[config.mk]
export PLATFORM = sky130hd
export DESIGN_NAME = mem_port_arbiter
export DESIGN_NICKNAME = d
export VERILOG_FILES = /design/src/rtl/mem_arb_pkg.sv /design/src/rtl/mem_port_arbiter.sv
export SDC_FILE = /design/constraint.sdc
export NUM_CORES = 1
export LEC_CHECK = 0
export BUFFER_PORTS_ARGS = -buffer_cell sky130_fd_sc_hd__buf_2
export CORE_AREA = 4 4 104 106
export DETAILED_ROUTE_END_ITERATION = 7
export DIE_AREA = 0 0 108 110
export PLACE_DENSITY = 0.74
export SYNTH_ARGS = -nofsm -noshare
export SYNTH_HDL_FRONTEND = slang
export SYNTH_SLANG_ARGS = --single-unit
[constraint.sdc]
create_clock -name clk -period 2.1 [get_ports clk]
set_input_delay 0.42 -clock clk [delete_from_list [all_inputs] [get_ports clk]]
set_output_delay 0.42 -clock clk [all_outputs]
set_load 0.05 [all_outputs]
[src/rtl/mem_arb_pkg.sv]
// Shared types for the fetch/LSU memory-port arbiter.
package mem_arb_pkg;

  typedef enum logic {
    IDLE = 1'b0,
    BUSY = 1'b1
  } arb_state_t;

  typedef enum logic {
    OWN_IF = 1'b0,
    OWN_LS = 1'b1
  } arb_owner_t;

endpackage

[src/rtl/mem_port_arbiter.sv]
// Shares one fixed-latency memory port between fetch and LSU, one transaction in flight.
// Grant is combinational in IDLE (0 cycles); rvalid follows MEM_LAT cycles later; requests held while BUSY.
module mem_port_arbiter
  import mem_arb_pkg::*;
#(
  parameter int ADDR_W     = 32,
  parameter int DATA_W     = 32,
  parameter int MEM_LAT    = 2,
  parameter int STARVE_MAX = 3
) (
  input  logic                clk,
  input  logic                rst,
  input  logic                if_req,
  input  logic [ADDR_W-1:0]   if_addr,
  output logic                if_gnt,
  output logic                if_rvalid,
  output logic [DATA_W-1:0]   if_rdata,
  input  logic                ls_req,
  input  logic                ls_we,
  input  logic [ADDR_W-1:0]   ls_addr,
  input  logic [DATA_W-1:0]   ls_wdata,
  input  logic [DATA_W/8-1:0] ls_be,
  output logic                ls_gnt,
  output logic                ls_rvalid,
  output logic [DATA_W-1:0]   ls_rdata,
  output logic                mem_req,
  output logic                mem_we,
  output logic [ADDR_W-1:0]   mem_addr,
  output logic [DATA_W-1:0]   mem_wdata,
  output logic [DATA_W/8-1:0] mem_be,
  input  logic [DATA_W-1:0]   mem_rdata
);

  localparam int CW = $clog2(MEM_LAT + 1);
  localparam int SW = $clog2(STARVE_MAX + 1);

  localparam logic [CW-1:0] LAT_LOAD   = CW'(MEM_LAT);
  localparam logic [CW-1:0] CNT_ONE    = CW'(1);
  localparam logic [CW-1:0] CNT_TWO    = CW'(2);
  localparam logic [SW-1:0] STARVE_LIM = SW'(STARVE_MAX);

  arb_state_t  state_q, state_d;
  arb_owner_t  owner_q, owner_d;
  logic [CW-1:0] cnt_q, cnt_d;
  logic [SW-1:0] starve_q, starve_d;
  logic        if_rvalid_q, if_rvalid_d;
  logic        ls_rvalid_q, ls_rvalid_d;
  logic [DATA_W-1:0] if_rdata_q, ls_rdata_q;
  logic        pick_ls, pick_if;

  always_comb begin
    state_d     = state_q;
    owner_d     = owner_q;
    cnt_d       = cnt_q;
    starve_d    = starve_q;
    if_rvalid_d = 1'b0;
    ls_rvalid_d = 1'b0;
    pick_ls     = 1'b0;
    pick_if     = 1'b0;
    if_gnt      = 1'b0;
    ls_gnt      = 1'b0;
    mem_req     = 1'b0;
    mem_we      = 1'b0;
    mem_addr    = '0;
    mem_wdata   = '0;
    mem_be      = '0;

    unique case (state_q)
      IDLE: begin
        // Gating on rst keeps the combinational grant quiet while reset is held.
        if (rst) begin
          pick_ls = ls_req && !(if_req && (starve_q == STARVE_LIM));
          pick_if = if_req && !pick_ls;
        end
        if (pick_ls) begin
          ls_gnt    = 1'b1;
          mem_req   = 1'b1;
          mem_we    = ls_we;
          mem_addr  = ls_addr;
          mem_wdata = ls_wdata;
          mem_be    = ls_be;
          owner_d   = OWN_LS;
          if (!if_req) begin
            starve_d = '0;
          end else if (starve_q != STARVE_LIM) begin
            starve_d = starve_q + SW'(1);
          end
        end else if (pick_if) begin
          if_gnt   = 1'b1;
          mem_req  = 1'b1;
          mem_addr = if_addr;
          mem_be   = '1;
          owner_d  = OWN_IF;
          starve_d = '0;
        end
        if (pick_ls || pick_if) begin
          state_d = BUSY;
          cnt_d   = LAT_LOAD;
          if (MEM_LAT == 1) begin
            if_rvalid_d = pick_if;
            ls_rvalid_d = pick_ls;
          end
        end
      end
      BUSY: begin
        cnt_d = cnt_q - CNT_ONE;
        if (cnt_q == CNT_ONE) begin
          state_d = IDLE;
        end
        // Arm rvalid one cycle early so the flop lands in the cycle memory data is valid.
        if ((MEM_LAT > 1) && (cnt_q == CNT_TWO)) begin
          if_rvalid_d = (owner_q == OWN_IF);
          ls_rvalid_d = (owner_q == OWN_LS);
        end
      end
      default: state_d = IDLE;
    endcase
  end

  always_ff @(posedge clk or negedge rst) begin
    if (!rst) begin
      state_q     <= IDLE;
      owner_q     <= OWN_IF;
      cnt_q       <= '0;
      starve_q    <= '0;
      if_rvalid_q <= 1'b0;
      ls_rvalid_q <= 1'b0;
      if_rdata_q  <= '0;
      ls_rdata_q  <= '0;
    end else begin
      state_q     <= state_d;
      owner_q     <= owner_d;
      cnt_q       <= cnt_d;
      starve_q    <= starve_d;
      if_rvalid_q <= if_rvalid_d;
      ls_rvalid_q <= ls_rvalid_d;
      if (if_rvalid_q) begin
        if_rdata_q <= mem_rdata;
      end
      if (ls_rvalid_q) begin
        ls_rdata_q <= mem_rdata;
      end
    end
  end

  // Memory data is only valid in the rvalid cycle; forward it then and hold the captured copy after.
  assign if_rvalid = if_rvalid_q;
  assign ls_rvalid = ls_rvalid_q;
  assign if_rdata  = if_rvalid_q ? mem_rdata : if_rdata_q;
  assign ls_rdata  = ls_rvalid_q ? mem_rdata : ls_rdata_q;

endmodule

==> results of run 1 <==
[report_power, final]
| part | internal, mW | switching (mW) |
|---|---|---|
| clock network | 0.682 | 0.541 |
| logic | 1.99 | 4.82 |
| registers | 2.09 | 0.201 |
[per-layer routing]
layer	share of wire [%]	track usage [%]	up-vias	routed length, um
li1	-	-	1497	-
met1	37	23.5	1551	4820
met2	50	34.4	162	6660
met3	11	9.67	20	1430
met4	2.3	6.49	0	300
met5	0	0	-	0
[state kept, by name, indices dropped and copies added (netlist names)]
| name | cells |
|---|---|
| if_rdata_q | 32 |
| ls_rdata_q | 32 |
| cnt_q | 2 |
| starve_q | 2 |
| if_rvalid | 1 |
| ls_rvalid | 1 |
| owner_q | 1 |
| state_q | 1 |
[cells in the mapped netlist, drive strengths merged]
cell and instances:
dfrtp 72, mux2 64, and2 33, a22o 32, buf 18, nand2 8
o21ai 6, a21oi 5, inv 4, nor2 4, and3 3, ha 3
clkbuf 2, a2bb2oi 1, nand2b 1, nand3 1, nand4b 1, nor2b 1
o21bai 1
[cell families after synthesis]
group | synth area share [%]
flip-flops | 53.7
multiplexers | 21.5
AND/OR/NAND/NOR | 9.06
AO/OA/AOI/OAI | 10.5
buffers and inverters | 4.14
adder cells (fa/ha/maj) | 1.12
[metrics by stage]
step	util, %	setup TNS [ns]	total power [mW]	instance area (sq um)
after floorplan	-	0	7.32	3350
after global placement	52.3	0	8.73	5120
after detailed placement	52.3	0	8.88	5120
after CTS	59.1	-3.50	10.3	5780
after global routing	60.2	-10.23	10.8	5890
final	60.2	-3.57	10.3	5890
[repair_timing]
action	in CTS	in global routing
pin swaps	6	5
endpoints found under the setup margin	67	91
setup buffers	2	1
gates resized for setup	126	18
gates cloned	1	2
[path summary, 6_finish.rpt]
check                                   start  slack, ns             end  cells after the start
worst min-delay path            mem_rdata[27]       0.33  if_rdata_q[27]                      2
min in group asynchronous                 rst       0.46  ls_rdata_q[24]                      3
worst max register to register    starve_q[0]       0.72         owner_q                      6
worst max-delay path              starve_q[0]      -0.11    mem_addr[30]                      6
max in group asynchronous                 rst       1.03   if_rdata_q[9]                      3
worst min register to register        owner_q       0.47       if_rvalid                      1
[worst max-delay path, delay by kind of cell (launching register included)]
kind                       cells  cell delay [ns]
and+or+nand+nor                2             0.33
DFF                            1             0.39
adders and majority gates      1             0.19
buffers and inverters          2             0.31
AOI/OAI and AO/OA              1             0.23
[cell type report]
type	instances	area, sq um	share of cell area [%]
inverter	4	15.0	0.255
clock inverter	7	100	1.70
sequential	72	1800	30.6
tap	133	166	2.83
multi-input combinational	164	1490	25.4
clock buffer	9	124	2.10
timing repair buffer	295	2190	37.1
==> results.yml, run 1 <==
setup_path:
  worstPathCellList: "ha_2 > nand2b_4 > and3_4 > buf_12 > a22o_4 > buf_12"
  max_stage_delay_ns: 0.39
  cp-start-kind: "register"
  end_kind: "output pin"
  arrival_ns: 1.79
  critPathMaxFanout: 17
  crit_path_frequent_cell: "buf_12"
  critPathSlowestCell: "dfrtp_1"
  required_ns: 1.68
  path_class: "register to output pin"
cts:
  cts_tree: "yes"
  insertion_delay_ns: 0.34
  clk_path_buf_depth: 2
  cts_made_buffers: 9
  clock_tree.root_cell: "clkbuf_8"
  cts_num_sinks: 72
  clk_pin_slew_ns: 0.09
  cts_hold_buf: 0
  cts_max_level: 3
logic_synthesis:
  ys_seq_elements: 72
  ys_seq_area_share_pct: 53.7
  syn_avg_cell_area_sq_um: 12.9
  yosysTopAreaCellShare_pct: 53.7
  ys_types: 23
  synth_nets: 400
  synth_area_sq_um: 3350
  synth_area_leaders: "dfrtp_1 (54%), mux2_2 (20%), a22o_1 (8.4%)"
  synth_warnings: 0
  synthCells: 260
  yosys.area.top_type: "dfrtp_1"
sta:
  tightest_slew_ns: 0.887
  rsz0062_at_grt: "yes"
  timing.final.ws_setup_ns: -0.106
  post-route-period-util_pct: 105
  layout_min_cycle_time_ns: 2.21
  fin_skew_ns: 0.0155
  setup_viol: 61
  hold_violations: 0
  fmax_ghz: 0.453
  worst_hold_slack_ns: 0.332
  maxSlewViolCount: 0
  slew_headroom_pct: 40.9
routing:
  viasPerCell: 4.72
  ant_nets: 0
  first_pass_iters: 4
  drtIter0Drc: 162
  drc_errors: 0
  totalWireLength_um: 13200
  wl_per_cell_um: 19.3
  vias: 3230
finish:
  area_delta_synth_final_pct: 75.5
  fill_cells: 832
  final_common_cell: "buf_2"
  fin_cells: 684
  final_cell_mix: "buf_2 (205), dfrtp_1 (72), mux2_2 (60)"
  fin_nets: 686
  diodes: 0
  drive_gt1_share_pct: 72.1
floorplan:
  rows: 36
  io_pins: 275
  core_sq_um: 9770
  die_x_um: 108
  die_h_um: 110
  die_area_sq_um: 11900
  start_util_pct: 34.3
power:
  power.density_nw_per_um2: 1750
  p_leak_nw: 2.98
  ir_worst_vdd_mv: 1.26
place:
  dpl_worst_slack_ns: 0.0740
  port_buffers: 274
  place_inst: 662
  dp_hpwl_um: 9870
  place.gp.congestion: 0.784
global_routing:
  gr-total-overflow: 0
  grt_pass1_wl_um: 18700
  grt_pass1_vias: 3549
  track_usage_pct: 20.6
  grt_max_degree: 73
  grt_antenna_before_repair: 0
status:
  violations: "negative setup slack"
  status: "finished with violations"
worst_hold_path:
  hold_path.class: "input pin to register"
run:
  maxCapViolations: 0
(Power assumes the default switching activity.)
==> run 2: changes to the inputs <==
--- a/config.mk
+++ b/config.mk
@@ -6,10 +6,10 @@
 export NUM_CORES = 1
 export LEC_CHECK = 0
 export BUFFER_PORTS_ARGS = -buffer_cell sky130_fd_sc_hd__buf_2
-export CORE_AREA = 4 4 104 106
+export CORE_AREA = 4 4 103 105
 export DETAILED_ROUTE_END_ITERATION = 7
-export DIE_AREA = 0 0 108 110
-export PLACE_DENSITY = 0.74
+export DIE_AREA = 0 0 107 109
+export PLACE_DENSITY = 0.75
 export SYNTH_ARGS = -nofsm -noshare
 export SYNTH_HDL_FRONTEND = slang
 export SYNTH_SLANG_ARGS = --single-unit
==> constraint.sdc (replaced) <==
create_clock -name clk -period 2.7 [get_ports clk]
set_input_delay 0.54 -clock clk [delete_from_list [all_inputs] [get_ports clk]]
set_output_delay 0.54 -clock clk [all_outputs]
set_load 0.05 [all_outputs]
==> results.yml, run 2 (synthesis gave the netlist of run 1 again) <==
setup_path:
  path_class: "register to output pin"
  end_kind: "output pin"
  rr_startpoint: "starve_q[0]"
  max_stage_delay_ns: 0.40
  worstPathCellList: "ha_1 > nand2b_1 > and3_1 > buf_12 > a22o_1 > buf_12"
  required_ns: 2.16
  critPathMaxFanout: 34
  crit_path_frequent_cell: "buf_12"
  cp-start-kind: "register"
  startpoint: "starve_q[0]"
  critPathSlowestCell: "dfrtp_1"
  arrival_ns: 2.00
sta:
  maxSlewViolCount: 0
  fmax_ghz: 0.394
  timing.final.ws_setup_ns: 0.161
  post-route-period-util_pct: 94.0
  worst_hold_slack_ns: 0.449
  fin_skew_ns: 0.0128
  layout_min_cycle_time_ns: 2.54
  rsz0062_at_grt: "no"
  slew_headroom_pct: 40.8
  setup-tns-final_ns: 0
  setup_viol: 0
  hold_violations: 0
  tightest_slew_ns: 0.889
power:
  power.density_nw_per_um2: 1460
  p_leak_nw: 2.83
  ir_worst_vdd_mv: 0.971
finish:
  fin_area_sq_um: 5380
  final_cell_mix: "buf_2 (253), dfrtp_1 (72), mux2_2 (60)"
  top_regs: "if_rdata_q: 32 flops, ls_rdata_q: 32 flops"
  diodes: 0
  final_common_cell: "buf_2"
  drive_gt1_share_pct: 66.7
  fin_nets: 672
  area_delta_synth_final_pct: 60.4
routing:
  ant_nets: 0
  first_pass_iters: 4
  totalWireLength_um: 13300
  viasPerCell: 4.69
  drtIter0Drc: 185
  wl_per_cell_um: 19.8
  drc_errors: 0
  vias: 3143
cts:
  cts_hold_buf: 0
  cts_made_buffers: 9
  cts_tree: "yes"
  cts_setup_buffers: 0
  cts_max_level: 3
  insertion_delay_ns: 0.34
  clock_tree.root_cell: "clkbuf_8"
  cts_resized: 0
  cts_num_sinks: 72
  clk_pin_slew_ns: 0.09
  clk_path_buf_depth: 2
floorplan:
  core_sq_um: 9640
  die_h_um: 109
  start_util_pct: 34.8
  die_area_sq_um: 11700
  rows: 36
  die_x_um: 107
  io_pins: 275
global_routing:
  grt_pass1_wl_um: 18700
  grt_max_degree: 73
  grt_antenna_before_repair: 2
  gr-total-overflow: 0
  track_usage_pct: 21.8
  grt_pass1_vias: 3197
place:
  dpl_worst_slack_ns: 0.336
  place_area_sq_um: 5160
  place.gp.congestion: 0.801
  port_buffers: 274
  dp_hpwl_um: 10900
worst_hold_path:
  hold_path.class: "input pin to register"
  hp-start: "mem_rdata[10]"
status:
  status: "complete, no violations"
run:
  maxCapViolations: 0
[run 2: cell types whose count changed in the layout (fill, tap and decap cells not counted), moves of 2 or more]
cell / delta
buf_6: -53
buf_2: +48
and2_1: +19
and2_4: -19
buf_12: +7
buf_4: -7
buf_8: -4
a22o_1: +2
a22o_4: -2
clkbuf_16: -2
clkbuf_4: -2
inv_6: -2
[run 2: path summary, 6_finish.rpt]
path                             endpoint  slack, ns  depth (start not counted)
setup / recovery             mem_addr[31]       0.16                          6
hold reg to reg                 if_rvalid       0.48                          1
max in group asynchronous  if_rdata_q[12]       1.65                          2
min in group asynchronous   if_rdata_q[3]       0.48                          2
hold / removal             ls_rdata_q[10]       0.45                          2
setup reg to reg                  owner_q       1.31                          5
[run 2: power breakdown]
part           switching (mW)  internal, mW
sequential              0.164          1.62
clock                   0.430         0.526
combinational            3.70          1.39
total                    4.29          3.54
[run 2: cell type report]
type | count | area [sq um]
inverter | 4 | 15.0
clock inverter | 6 | 91.3
multi-input combinational | 164 | 1410
sequential | 72 | 1800
fill | 864 | 4260
tap | 133 | 166
timing repair buffer | 281 | 1760
clock buffer | 10 | 128
[run 2: worst max-delay path, delay by kind of cell (launching register included)]
family	cells	cell delay [ns]
and+or+nand+nor	2	0.41
DFF	1	0.40
buffers and inverters	2	0.35
AOI/OAI and AO/OA	1	0.25
adders and majority gates	1	0.22
[run 2: through the flow]
stage          std cells  total power [mW]  utilization (%)
4_1_cts              670              7.92             55.8
3_3_place_gp         654              6.84             53.5
6_report             670              7.83             55.8
5_1_grt              670              8.18             55.8
2_1_floorplan        260              5.69                -
3_5_place_dp         654              6.94             53.5
[run 2: routing by layer]
metal	global-route usage (%)	share of wire [%]	routed length, um	up-vias
met5	0	0.17	22	-
li1	-	-	-	1463
met2	36.8	51	6700	146
met1	23.1	34	4530	1510
met3	13.3	13	1760	20
met4	5.57	1.8	237	4
==> run 3: changes to the inputs <==
--- a/config.mk
+++ b/config.mk
@@ -6,10 +6,11 @@
 export NUM_CORES = 1
 export LEC_CHECK = 0
 export BUFFER_PORTS_ARGS = -buffer_cell sky130_fd_sc_hd__buf_2
-export CORE_AREA = 4 4 103 105
+export CORE_AREA = 5 5 104 106
 export DETAILED_ROUTE_END_ITERATION = 7
-export DIE_AREA = 0 0 107 109
+export DIE_AREA = 0 0 109 111
 export PLACE_DENSITY = 0.75
 export SYNTH_ARGS = -nofsm -noshare
 export SYNTH_HDL_FRONTEND = slang
 export SYNTH_SLANG_ARGS = --single-unit
+export TNS_END_PERCENT = 50
==> results.yml, run 3 (synthesis gave the netlist of run 1 again) <==
finish:
  fill_cells: 882
  area_delta_synth_final_pct: 53.4
  multiInputGateArea_sq_um: 1410
  utilization_pct: 53.1
  drive_gt1_share_pct: 66.8
  final_common_cell: "buf_2"
  diodes: 0
  fin_area_sq_um: 5140
  final_cell_mix: "buf_2 (267), dfrtp_1 (72), mux2_2 (60)"
  seqCellArea_sq_um: 1800
  fin_nets: 672
  top_regs: "if_rdata_q: 32 flops, ls_rdata_q: 32 flops"
sta:
  tightest_slew_ns: 0.554
  worst_hold_slack_ns: 0.251
  layout_min_cycle_time_ns: 2.57
  hold_violations: 0
  fin_skew_ns: 0.0114
  slew_headroom_pct: 63.0
  post-route-period-util_pct: 95.0
  rsz0062_at_grt: "no"
  maxSlewViolCount: 0
  setup_viol: 0
  fmax_ghz: 0.390
  setup-tns-final_ns: 0
routing:
  first_pass_iters: 4
  ant_nets: 0
  drc_errors: 0
  vias: 3142
  drtIter0Drc: 175
  wl_per_cell_um: 17.3
  viasPerCell: 4.70
  totalWireLength_um: 11600
global_routing:
  grt_max_degree: 45
  grt_pass1_vias: 3345
  grt_antenna_before_repair: 2
  gr-total-overflow: 0
  grt_pass1_wl_um: 17500
  track_usage_pct: 18.4
place:
  place_area_sq_um: 4950
  place.gp.congestion: 0.891
  port_buffers: 274
  dp_hpwl_um: 9450
floorplan:
  die_x_um: 109
  start_util_pct: 34.6
  io_pins: 275
  die_h_um: 111
  die_area_sq_um: 12100
  rows: 36
  core_sq_um: 9680
setup_path:
  cp-start-kind: "register"
  end_kind: "output pin"
  worstPathCellList: "ha_1 > nand2_1 > and3_4 > buf_12 > a22o_1 > buf_2"
  required_ns: 2.16
  max_stage_delay_ns: 0.40
  critPathMaxFanout: 41
  arrival_ns: 2.03
  path_class: "register to output pin"
  critPathSlowestCell: "dfrtp_1"
power:
  seqPwrFrac_pct: 23.6
  ir_worst_vdd_mv: 1.09
  combPwrFrac_pct: 65.3
  pwr-share-clk_pct: 11.0
  power.density_nw_per_um2: 1480
  p_leak_nw: 2.77
  total_power_mw: 7.60
  swShare_pct: 55.6
  p_int_mw: 3.38
  switchingPower_mw: 4.22
cts:
  cts_max_level: 3
  insertion_delay_ns: 0.33
  cts_num_sinks: 72
  clk_pin_slew_ns: 0.08
  cts_setup_buffers: 0
  cts_made_buffers: 9
  clk_path_buf_depth: 2
  cts_tree: "yes"
  cts_resized: 0
  clock_tree.root_cell: "clkbuf_8"
  cts_hold_buf: 0
run:
  maxCapViolations: 0
status:
  status: "complete, no violations"
worst_hold_path:
  hold_path.class: "input pin to async pin"
## run 3: worst max-delay path: cells and delay by family (launching register included)
family          cells  cell delay, ns
buf+inv             2            0.47
compound gates      1            0.16
simple gates        2            0.41
flops               1            0.40
fa+ha+maj           1            0.24
## run 3: path summary, 6_finish.rpt
check	from	end	slack, ns	cells past startpoint
setup / recovery	starve_q[0]	mem_addr[9]	0.13	6
hold / removal	rst	ls_rdata_q[16]	0.25	2
setup reg to reg	starve_q[0]	owner_q	1.32	5
hold reg to reg	ls_rdata_q[8]	ls_rdata_q[8]	0.48	1
max in group asynchronous	rst	if_rdata_q[27]	1.56	3
min in group clk	mem_rdata[8]	ls_rdata_q[8]	0.46	2
## run 3: metal layers
metal	GRT usage, %	up-vias	wire length [um]
met1	19.6	1497	4120
li1	-	1457	-
met2	32.1	165	5940
met5	0	-	27
met4	5.72	4	165
met3	8.10	19	1300
## run 3: final cells by class
type	count	area share, %
inverter	4	0.292
timing repair buffer	281	30.2
multi-input combinational	164	27.5
sequential	72	35.0
tap	133	3.23
clock inverter	5	1.09
clock buffer	10	2.68
## run 3: stage by stage
stage	worst slack [ns]	std cells
after global placement	0.340	654
after detailed placement	0.302	654
after global routing	0.00540	669
after CTS	0.114	669
after floorplan	0.405	260
final	0.135	669
## run 3: power groups by stage
stage,registers (mW),logic (mW),clock network (mW)
6_report,1.80,4.96,0.839
5_1_grt,1.84,5.20,0.921
4_1_cts,1.80,5.01,0.869
3_5_place_dp,1.83,5.00,0
3_3_place_gp,1.78,4.94,0
2_1_floorplan,1.79,3.90,0
